<file path="src/rtl/sync_fifo_arb_ctrl_if.sv">
// Handshake/bus bundle between two write requesters, one reader and the FIFO
// controller, including the RAM-side write/read port signals.
interface sync_fifo_arb_ctrl_if #(
  parameter int unsigned DATA_WIDTH = 8,
  parameter int unsigned ADDR_WIDTH = 4
);

  // Requester side
  logic                  wr_req0;
  logic [DATA_WIDTH-1:0] wr_data0;
  logic                  wr_gnt0;
  logic                  wr_req1;
  logic [DATA_WIDTH-1:0] wr_data1;
  logic                  wr_gnt1;
  logic                  rd_req;
  logic                  rd_valid;

  // RAM side
  logic                  wclken;
  logic [DATA_WIDTH-1:0] wrdata;
  logic [ADDR_WIDTH-1:0] waddr;
  logic [ADDR_WIDTH-1:0] raddr;

  // Status
  logic                  full;
  logic                  empty;
  logic [ADDR_WIDTH:0]   count;
  logic                  rd_err;
  logic                  wr_err;

  // Controller view
  modport slave (
    input  wr_req0, wr_data0, wr_req1, wr_data1, rd_req,
    output wr_gnt0, wr_gnt1, rd_valid, wclken, wrdata, waddr, raddr,
           full, empty, count, rd_err, wr_err
  );

  // Requester / environment view
  modport master (
    output wr_req0, wr_data0, wr_req1, wr_data1, rd_req,
    input  wr_gnt0, wr_gnt1, rd_valid, wclken, wrdata, waddr, raddr,
           full, empty, count, rd_err, wr_err
  );

endinterface

</file>
<file path="src/rtl/sync_fifo_arb_ctrl.sv">
// Synchronous FIFO controller with a two-requester round-robin write arbiter.
// Drives an external dual-port RAM (1-cycle registered read port) and keeps
// pointers, occupancy count and sticky error flags.
module sync_fifo_arb_ctrl #(
  parameter int unsigned DATA_WIDTH = 8,
  parameter int unsigned ADDR_WIDTH = 4
) (
  input  logic                  clk,
  input  logic                  rst,
  sync_fifo_arb_ctrl_if.slave   bus
);

  localparam int unsigned AW    = ADDR_WIDTH;
  localparam int unsigned CW    = ADDR_WIDTH + 1;
  localparam int unsigned DEPTH = 1 << ADDR_WIDTH;

  typedef enum logic {
    PRI0 = 1'b0,
    PRI1 = 1'b1
  } rr_state_e;

  rr_state_e             state_q, state_d;
  logic [AW-1:0]         wptr_q, wptr_d;
  logic [AW-1:0]         rptr_q, rptr_d;
  logic [CW-1:0]         count_q, count_d;
  logic                  rd_valid_q, rd_valid_d;
  logic                  rd_err_q, rd_err_d;
  logic                  wr_err_q, wr_err_d;

  logic                  full_c;
  logic                  empty_c;
  logic                  gnt0_c;
  logic                  gnt1_c;
  logic                  wr_en_c;
  logic                  rd_acc_c;
  logic [DATA_WIDTH-1:0] wrdata_c;

  // Occupancy decode from the registered count
  always_comb begin
    full_c  = (count_q == CW'(DEPTH));
    empty_c = (count_q == '0);
  end

  // Round-robin arbiter: grants and next priority owner
  always_comb begin
    gnt0_c  = 1'b0;
    gnt1_c  = 1'b0;
    state_d = state_q;

    // Grants are suppressed while full and while reset is held
    if (rst && !full_c) begin
      if (bus.wr_req0 && bus.wr_req1) begin
        if (state_q == PRI0) begin
          gnt0_c = 1'b1;
        end else begin
          gnt1_c = 1'b1;
        end
      end else begin
        gnt0_c = bus.wr_req0;
        gnt1_c = bus.wr_req1;
      end
    end

    // Priority passes to whichever requester was not served
    if (gnt0_c) begin
      state_d = PRI1;
    end else if (gnt1_c) begin
      state_d = PRI0;
    end
  end

  // Write data steering: granted requester, requester 0 when idle
  always_comb begin
    wrdata_c = bus.wr_data0;
    if (gnt1_c) begin
      wrdata_c = bus.wr_data1;
    end
  end

  // Pointer, count, read-valid and error next-state
  always_comb begin
    wr_en_c    = gnt0_c | gnt1_c;
    rd_acc_c   = bus.rd_req & ~empty_c;
    wptr_d     = wptr_q;
    rptr_d     = rptr_q;
    count_d    = count_q;
    rd_valid_d = rd_acc_c;
    rd_err_d   = rd_err_q | (bus.rd_req & empty_c);
    wr_err_d   = wr_err_q | ((bus.wr_req0 | bus.wr_req1) & full_c);

    if (wr_en_c) begin
      wptr_d = wptr_q + AW'(1);
    end
    if (rd_acc_c) begin
      rptr_d = rptr_q + AW'(1);
    end

    // Simultaneous read and write leave occupancy unchanged
    unique case ({wr_en_c, rd_acc_c})
      2'b10:   count_d = count_q + CW'(1);
      2'b01:   count_d = count_q - CW'(1);
      default: count_d = count_q;
    endcase
  end

  // State registers with asynchronous active-low clear
  always_ff @(posedge clk or negedge rst) begin
    if (!rst) begin
      state_q    <= PRI0;
      wptr_q     <= '0;
      rptr_q     <= '0;
      count_q    <= '0;
      rd_valid_q <= 1'b0;
      rd_err_q   <= 1'b0;
      wr_err_q   <= 1'b0;
    end else begin
      state_q    <= state_d;
      wptr_q     <= wptr_d;
      rptr_q     <= rptr_d;
      count_q    <= count_d;
      rd_valid_q <= rd_valid_d;
      rd_err_q   <= rd_err_d;
      wr_err_q   <= wr_err_d;
    end
  end

  // Output drive
  assign bus.wr_gnt0  = gnt0_c;
  assign bus.wr_gnt1  = gnt1_c;
  assign bus.wclken   = wr_en_c;
  assign bus.wrdata   = wrdata_c;
  assign bus.waddr    = wptr_q;
  assign bus.raddr    = rptr_q;
  assign bus.full     = full_c;
  assign bus.empty    = empty_c;
  assign bus.count    = count_q;
  assign bus.rd_valid = rd_valid_q;
  assign bus.rd_err   = rd_err_q;
  assign bus.wr_err   = wr_err_q;

endmodule

</file>
<file path="src/flat_wrapper.sv">
// flat-port wrapper written by rule: the top's interface ports become plain ports
module sync_fifo_arb_ctrl_flat 
#(
  parameter int unsigned DATA_WIDTH = 8,
  parameter int unsigned ADDR_WIDTH = 4
)
  (clk, rst, bus_wr_req0, bus_wr_data0, bus_wr_req1, bus_wr_data1, bus_rd_req, bus_wr_gnt0, bus_wr_gnt1, bus_rd_valid, bus_wclken, bus_wrdata, bus_waddr, bus_raddr, bus_full, bus_empty, bus_count, bus_rd_err, bus_wr_err);
  sync_fifo_arb_ctrl_if #(.DATA_WIDTH(DATA_WIDTH), .ADDR_WIDTH(ADDR_WIDTH)) bus_i ();
  input  logic clk;
  input  logic rst;
  input wire logic [$bits(bus_i.wr_req0)-1:0] bus_wr_req0;
  input wire logic [$bits(bus_i.wr_data0)-1:0] bus_wr_data0;
  input wire logic [$bits(bus_i.wr_req1)-1:0] bus_wr_req1;
  input wire logic [$bits(bus_i.wr_data1)-1:0] bus_wr_data1;
  input wire logic [$bits(bus_i.rd_req)-1:0] bus_rd_req;
  output wire logic [$bits(bus_i.wr_gnt0)-1:0] bus_wr_gnt0;
  output wire logic [$bits(bus_i.wr_gnt1)-1:0] bus_wr_gnt1;
  output wire logic [$bits(bus_i.rd_valid)-1:0] bus_rd_valid;
  output wire logic [$bits(bus_i.wclken)-1:0] bus_wclken;
  output wire logic [$bits(bus_i.wrdata)-1:0] bus_wrdata;
  output wire logic [$bits(bus_i.waddr)-1:0] bus_waddr;
  output wire logic [$bits(bus_i.raddr)-1:0] bus_raddr;
  output wire logic [$bits(bus_i.full)-1:0] bus_full;
  output wire logic [$bits(bus_i.empty)-1:0] bus_empty;
  output wire logic [$bits(bus_i.count)-1:0] bus_count;
  output wire logic [$bits(bus_i.rd_err)-1:0] bus_rd_err;
  output wire logic [$bits(bus_i.wr_err)-1:0] bus_wr_err;
  assign bus_i.wr_req0 = bus_wr_req0;
  assign bus_i.wr_data0 = bus_wr_data0;
  assign bus_i.wr_req1 = bus_wr_req1;
  assign bus_i.wr_data1 = bus_wr_data1;
  assign bus_i.rd_req = bus_rd_req;
  assign bus_wr_gnt0 = bus_i.wr_gnt0;
  assign bus_wr_gnt1 = bus_i.wr_gnt1;
  assign bus_rd_valid = bus_i.rd_valid;
  assign bus_wclken = bus_i.wclken;
  assign bus_wrdata = bus_i.wrdata;
  assign bus_waddr = bus_i.waddr;
  assign bus_raddr = bus_i.raddr;
  assign bus_full = bus_i.full;
  assign bus_empty = bus_i.empty;
  assign bus_count = bus_i.count;
  assign bus_rd_err = bus_i.rd_err;
  assign bus_wr_err = bus_i.wr_err;
  sync_fifo_arb_ctrl #(.DATA_WIDTH(DATA_WIDTH), .ADDR_WIDTH(ADDR_WIDTH)) u_core (.clk(clk), .rst(rst), .bus(bus_i));
endmodule
</file>
<file path="config.mk">
export PLATFORM = sky130hd
export DESIGN_NAME = sync_fifo_arb_ctrl_flat
export DESIGN_NICKNAME = d
export VERILOG_FILES = /design/src/rtl/sync_fifo_arb_ctrl_if.sv /design/src/rtl/sync_fifo_arb_ctrl.sv /design/src/flat_wrapper.sv
export SDC_FILE = /design/constraint.sdc
export NUM_CORES = 1
export LEC_CHECK = 0
export ABC_CLOCK_PERIOD_IN_PS = 3000
export CAP_MARGIN = 20
export CORE_MARGIN = 2
export CORE_UTILIZATION = 39
export CTS_CLUSTER_SIZE = 14
export DETAILED_ROUTE_END_ITERATION = 12
export PLACE_DENSITY = 0.79
export SYNTH_ARGS = -nofsm -noshare
export SYNTH_HDL_FRONTEND = slang
export SYNTH_SLANG_ARGS = --single-unit
export TNS_END_PERCENT = 50
</file>
<file path="constraint.sdc">
create_clock -name clk -period 3 [get_ports clk]
set_input_delay 0.6 -clock clk [delete_from_list [all_inputs] [get_ports clk]]
set_output_delay 0.6 -clock clk [all_outputs]
set_load 0.01 [all_outputs]
</file>
==> results by group <==
Status
  • Status: complete, no violations

Global route
  • First-pass GRT wire length: 3680 um
  • Total GRT Usage: 0.180
  • Gr ovfl total: 0
  • Global-route track usage on met1: 0.187
  • Vias in the first global route: 833
  • Largest net degree at the start of global routing: 14
  • GR Layer Usage met3: 0.0410
  • Initial antenna violation count: 0
  • Grt peak-use layer: met2
  • Met2 GRT Util: 0.337

Clock network
  • Root buf cell: clkbuf_4
  • CTS Sinks: 17
  • Clock latency on the worst-skew pair: 0.30 ns
  • Cts hold-fix bufs: 0
  • H-tree levels: 1
  • TritonCTS clock tree: built
  • CTS Buf Count: 3
  • Clk pin slew, worst setup/hold paths: roughly 0.10 ns
  • Max Root-Sink Buffers: 2

STA
  • Setup Skew: just under 0.009 ns
  • Tmin final: between 2 and 3 ns
  • Setup violators final: 0
  • Slew @ Worst Pin: between 0.2 and 0.3 ns
  • Worst rel slew slack: 0.802
  • Worst Setup Slack, final: 0.155 ns
  • Max Freq: 352 MHz
  • Worst hold margin: ~0.47 ns
  • Max Transition Viols Final: 0
  • Final hold violation count: 0
  • Setup TNS: 0 ns
  • Tcrit/Tclk final: 0.948
  • RSZ-0062 raised after global routing: no

Critical path
  • Reg2Reg Setup Slack: ~0.50 ns
  • Timing startpoint of the critical path: rst
  • Reg2reg start: u_core.bus.count[1]$_DFFE_PN0P_
  • Worst Setup End Kind: output port
  • CP Launch Type: input port
  • Max Fanout on Critical Path: 9
  • Critical path class: in -> out
  • Worst r2r dst: u_core.bus.count[4]$_DFFE_PN0P_
  • Crit path DAT: ~2.2 ns
  • Setup crit end: bus_wrdata[2]
  • R2R depth: 10
  • WP data required: roughly 2.4 ns

Yosys
  • Synth Flop Type: dfrtp_1
  • Commonest cells post-synth: dfrtp_1, mux2_4, xnor2_1
  • Synth area leader: dfrtp_1
  • Synth Area per Inst: around 12 um2
  • Mapped Cells: 80
  • Sequential share of the synthesized area: 0.433
  • Top-count cell post-synth: dfrtp_1
  • Yosys warns: 0
  • Async S/R FF share, synth: 1.00
  • Yosys cell types: 27
  • Syn nets: between 100 and 150
  • Syn Std Cell Area: 983 um2
  • EDFF count, synth: 0
  • Synth top area cells: dfrtp_1, mux2_4, ha_1, xnor2_1, mux2_2
  • Top cell type's share of synthesized area: 0.433
  • Yosys reg bits: 17

Place
  • Dpl cell area: approximately 1600 um2
  • GPL Wtd Cong: about 0.7
  • Final HPWL DP: slightly above 2000 um
  • Port bufs: 49
  • Place WS: -0.0355 ns

Pwr
  • Tot Pwr: between 1000 and 1500 uW
  • Leak pwr: between 0.0007 and 0.0008 uW
  • Power Density: 853 nW/um2
  • VDD IR-drop max: roughly 0.00073 V

Detailed routing
  • 1st-iter DRT viols: 6
  • Vias: 859
  • Pre-antenna DRT Iters: 4
  • Post-Route WL: between 2000 and 2500 um
  • Post-route DRC: 0
  • WL per Instance: roughly 14 um
  • Via/cell ratio: 4.99
  • Antenna viol nets, final: 0

Layout
  • # fillers: ~190
  • Nets: 171
  • Share of cells above drive strength 1: 0.225
  • Diode count: 0
  • FF/Latch Area: 425 um2
  • Multi-input gate area: roughly 540 um2
  • Area delta synth->final: 64.1%
  • Post-route design area: around 1600 um2

Floorplan
  • Initial cell density of the core: 0.404
  • Die Y: between 50 and 60 um
  • Die Wd: 54.2 um
  • Site Rows: 18
  • Die Area: roughly 2900 um2
  • IO Pins: 50
  • CORE AREA: 2430 um2

Hold path
  • Worst min path class: reg -> reg
  • Hold Path Stages: 1

Job
  • Max cap viols: 0
-- per-stage QoR --
step | util | cells
after floorplan | - | 80
after global placement | 0.651 | 167
after detailed placement | 0.651 | 167
after CTS | 0.664 | 172
after global routing | 0.664 | 172
final | 0.664 | 172
-- layer usage --
layer,part of all wire,vias up,routed length [um]
met1,0.37,399,934
li1,-,410,-
met4,0.020,0,51
met3,0.11,6,275
met2,0.49,44,1230
met5,0,-,0
-- power by group --
group          leakage, uW  total [uW]  switching [uW]  internal (uW)
Clock            0.0000177         124            74.7           49.7
Sequential        0.000196         472             131            341
Combinational     0.000491         781             301            480
-- worst min path at each step --
stage,startpoint,to,slack [ns]
finish,u_core.bus.rd_err$_DFF_PN0_,u_core.bus.rd_err$_DFF_PN0_,0.47
global route,u_core.bus.wr_err$_DFF_PN0_,u_core.bus.wr_err$_DFF_PN0_,0.50
CTS,u_core.bus.rd_err$_DFF_PN0_,u_core.bus.rd_err$_DFF_PN0_,0.47
detailed placement,u_core.bus.rd_err$_DFF_PN0_,u_core.bus.rd_err$_DFF_PN0_,0.45
global placement,u_core.bus.rd_err$_DFF_PN0_,u_core.bus.rd_err$_DFF_PN0_,0.44
floorplan,rst,u_core.bus.count[0]$_DFFE_PN0P_,0.30
-- worst max-delay path, cell delays in order --
cell	delay, ns
clkdlybuf4s50_1	0.51
a21boi_2	0.20
and3_4	0.21
buf_12	0.13
mux2_4	0.29
dlygate4sd2_1	0.28
-- kinds of logic (layout without fill, tap and decap cells) --
group / after synthesis / in the layout / share of synthesized area
xor+xnor: 10 / 10 / 0.0891
simple gates: 16 / 16 / 0.107
flops: 17 / 17 / 0.433
fa+ha+maj: 7 / 7 / 0.0967
mux: 11 / 11 / 0.156
compound gates: 15 / 15 / 0.0954
buf+inv: 4 / 66 / 0.0229
-- cell usage in the layout, fill, tap and decap left out, drive strengths merged, types with 4 or more instances in the layout --
master | Yosys | final
dfrtp | 17 | 17
nand2 | 5 | 5
clkdlybuf4s50 | 0 | 41
xnor2 | 7 | 7
buf | 1 | 11
dlygate4sd2 | 0 | 8
ha | 6 | 6
mux2 | 11 | 11
a21oi | 5 | 5
o21ai | 4 | 4
-- cell type report --
cell class / instances / share of cell area
clock buffers: 3 / 0.0140
clock inverters: 1 / 0.00310
multi-input cells: 59 / 0.335
repair buffers: 60 / 0.357
flip-flops and latches: 17 / 0.264
well taps: 30 / 0.0233
inverters: 2 / 0.00465
-- sequential cells by signal (all words and copies together) (netlist names) --
| name | cells |
|---|---|
| u_core.bus.wr_err | 1 |
| u_core.bus.rd_valid | 1 |
| u_core.bus.rd_err | 1 |
| u_core.bus.waddr | 4 |
| u_core.bus.raddr | 4 |
| u_core.state_q | 1 |
| u_core.bus.count | 5 |
-- what timing repair did --
item | CTS | global route
resized for setup | 9 | 0
endpoints found under the setup margin | 8 | 0
setup buffers | 1 | 0
Power figures use the tool's default switching activity.
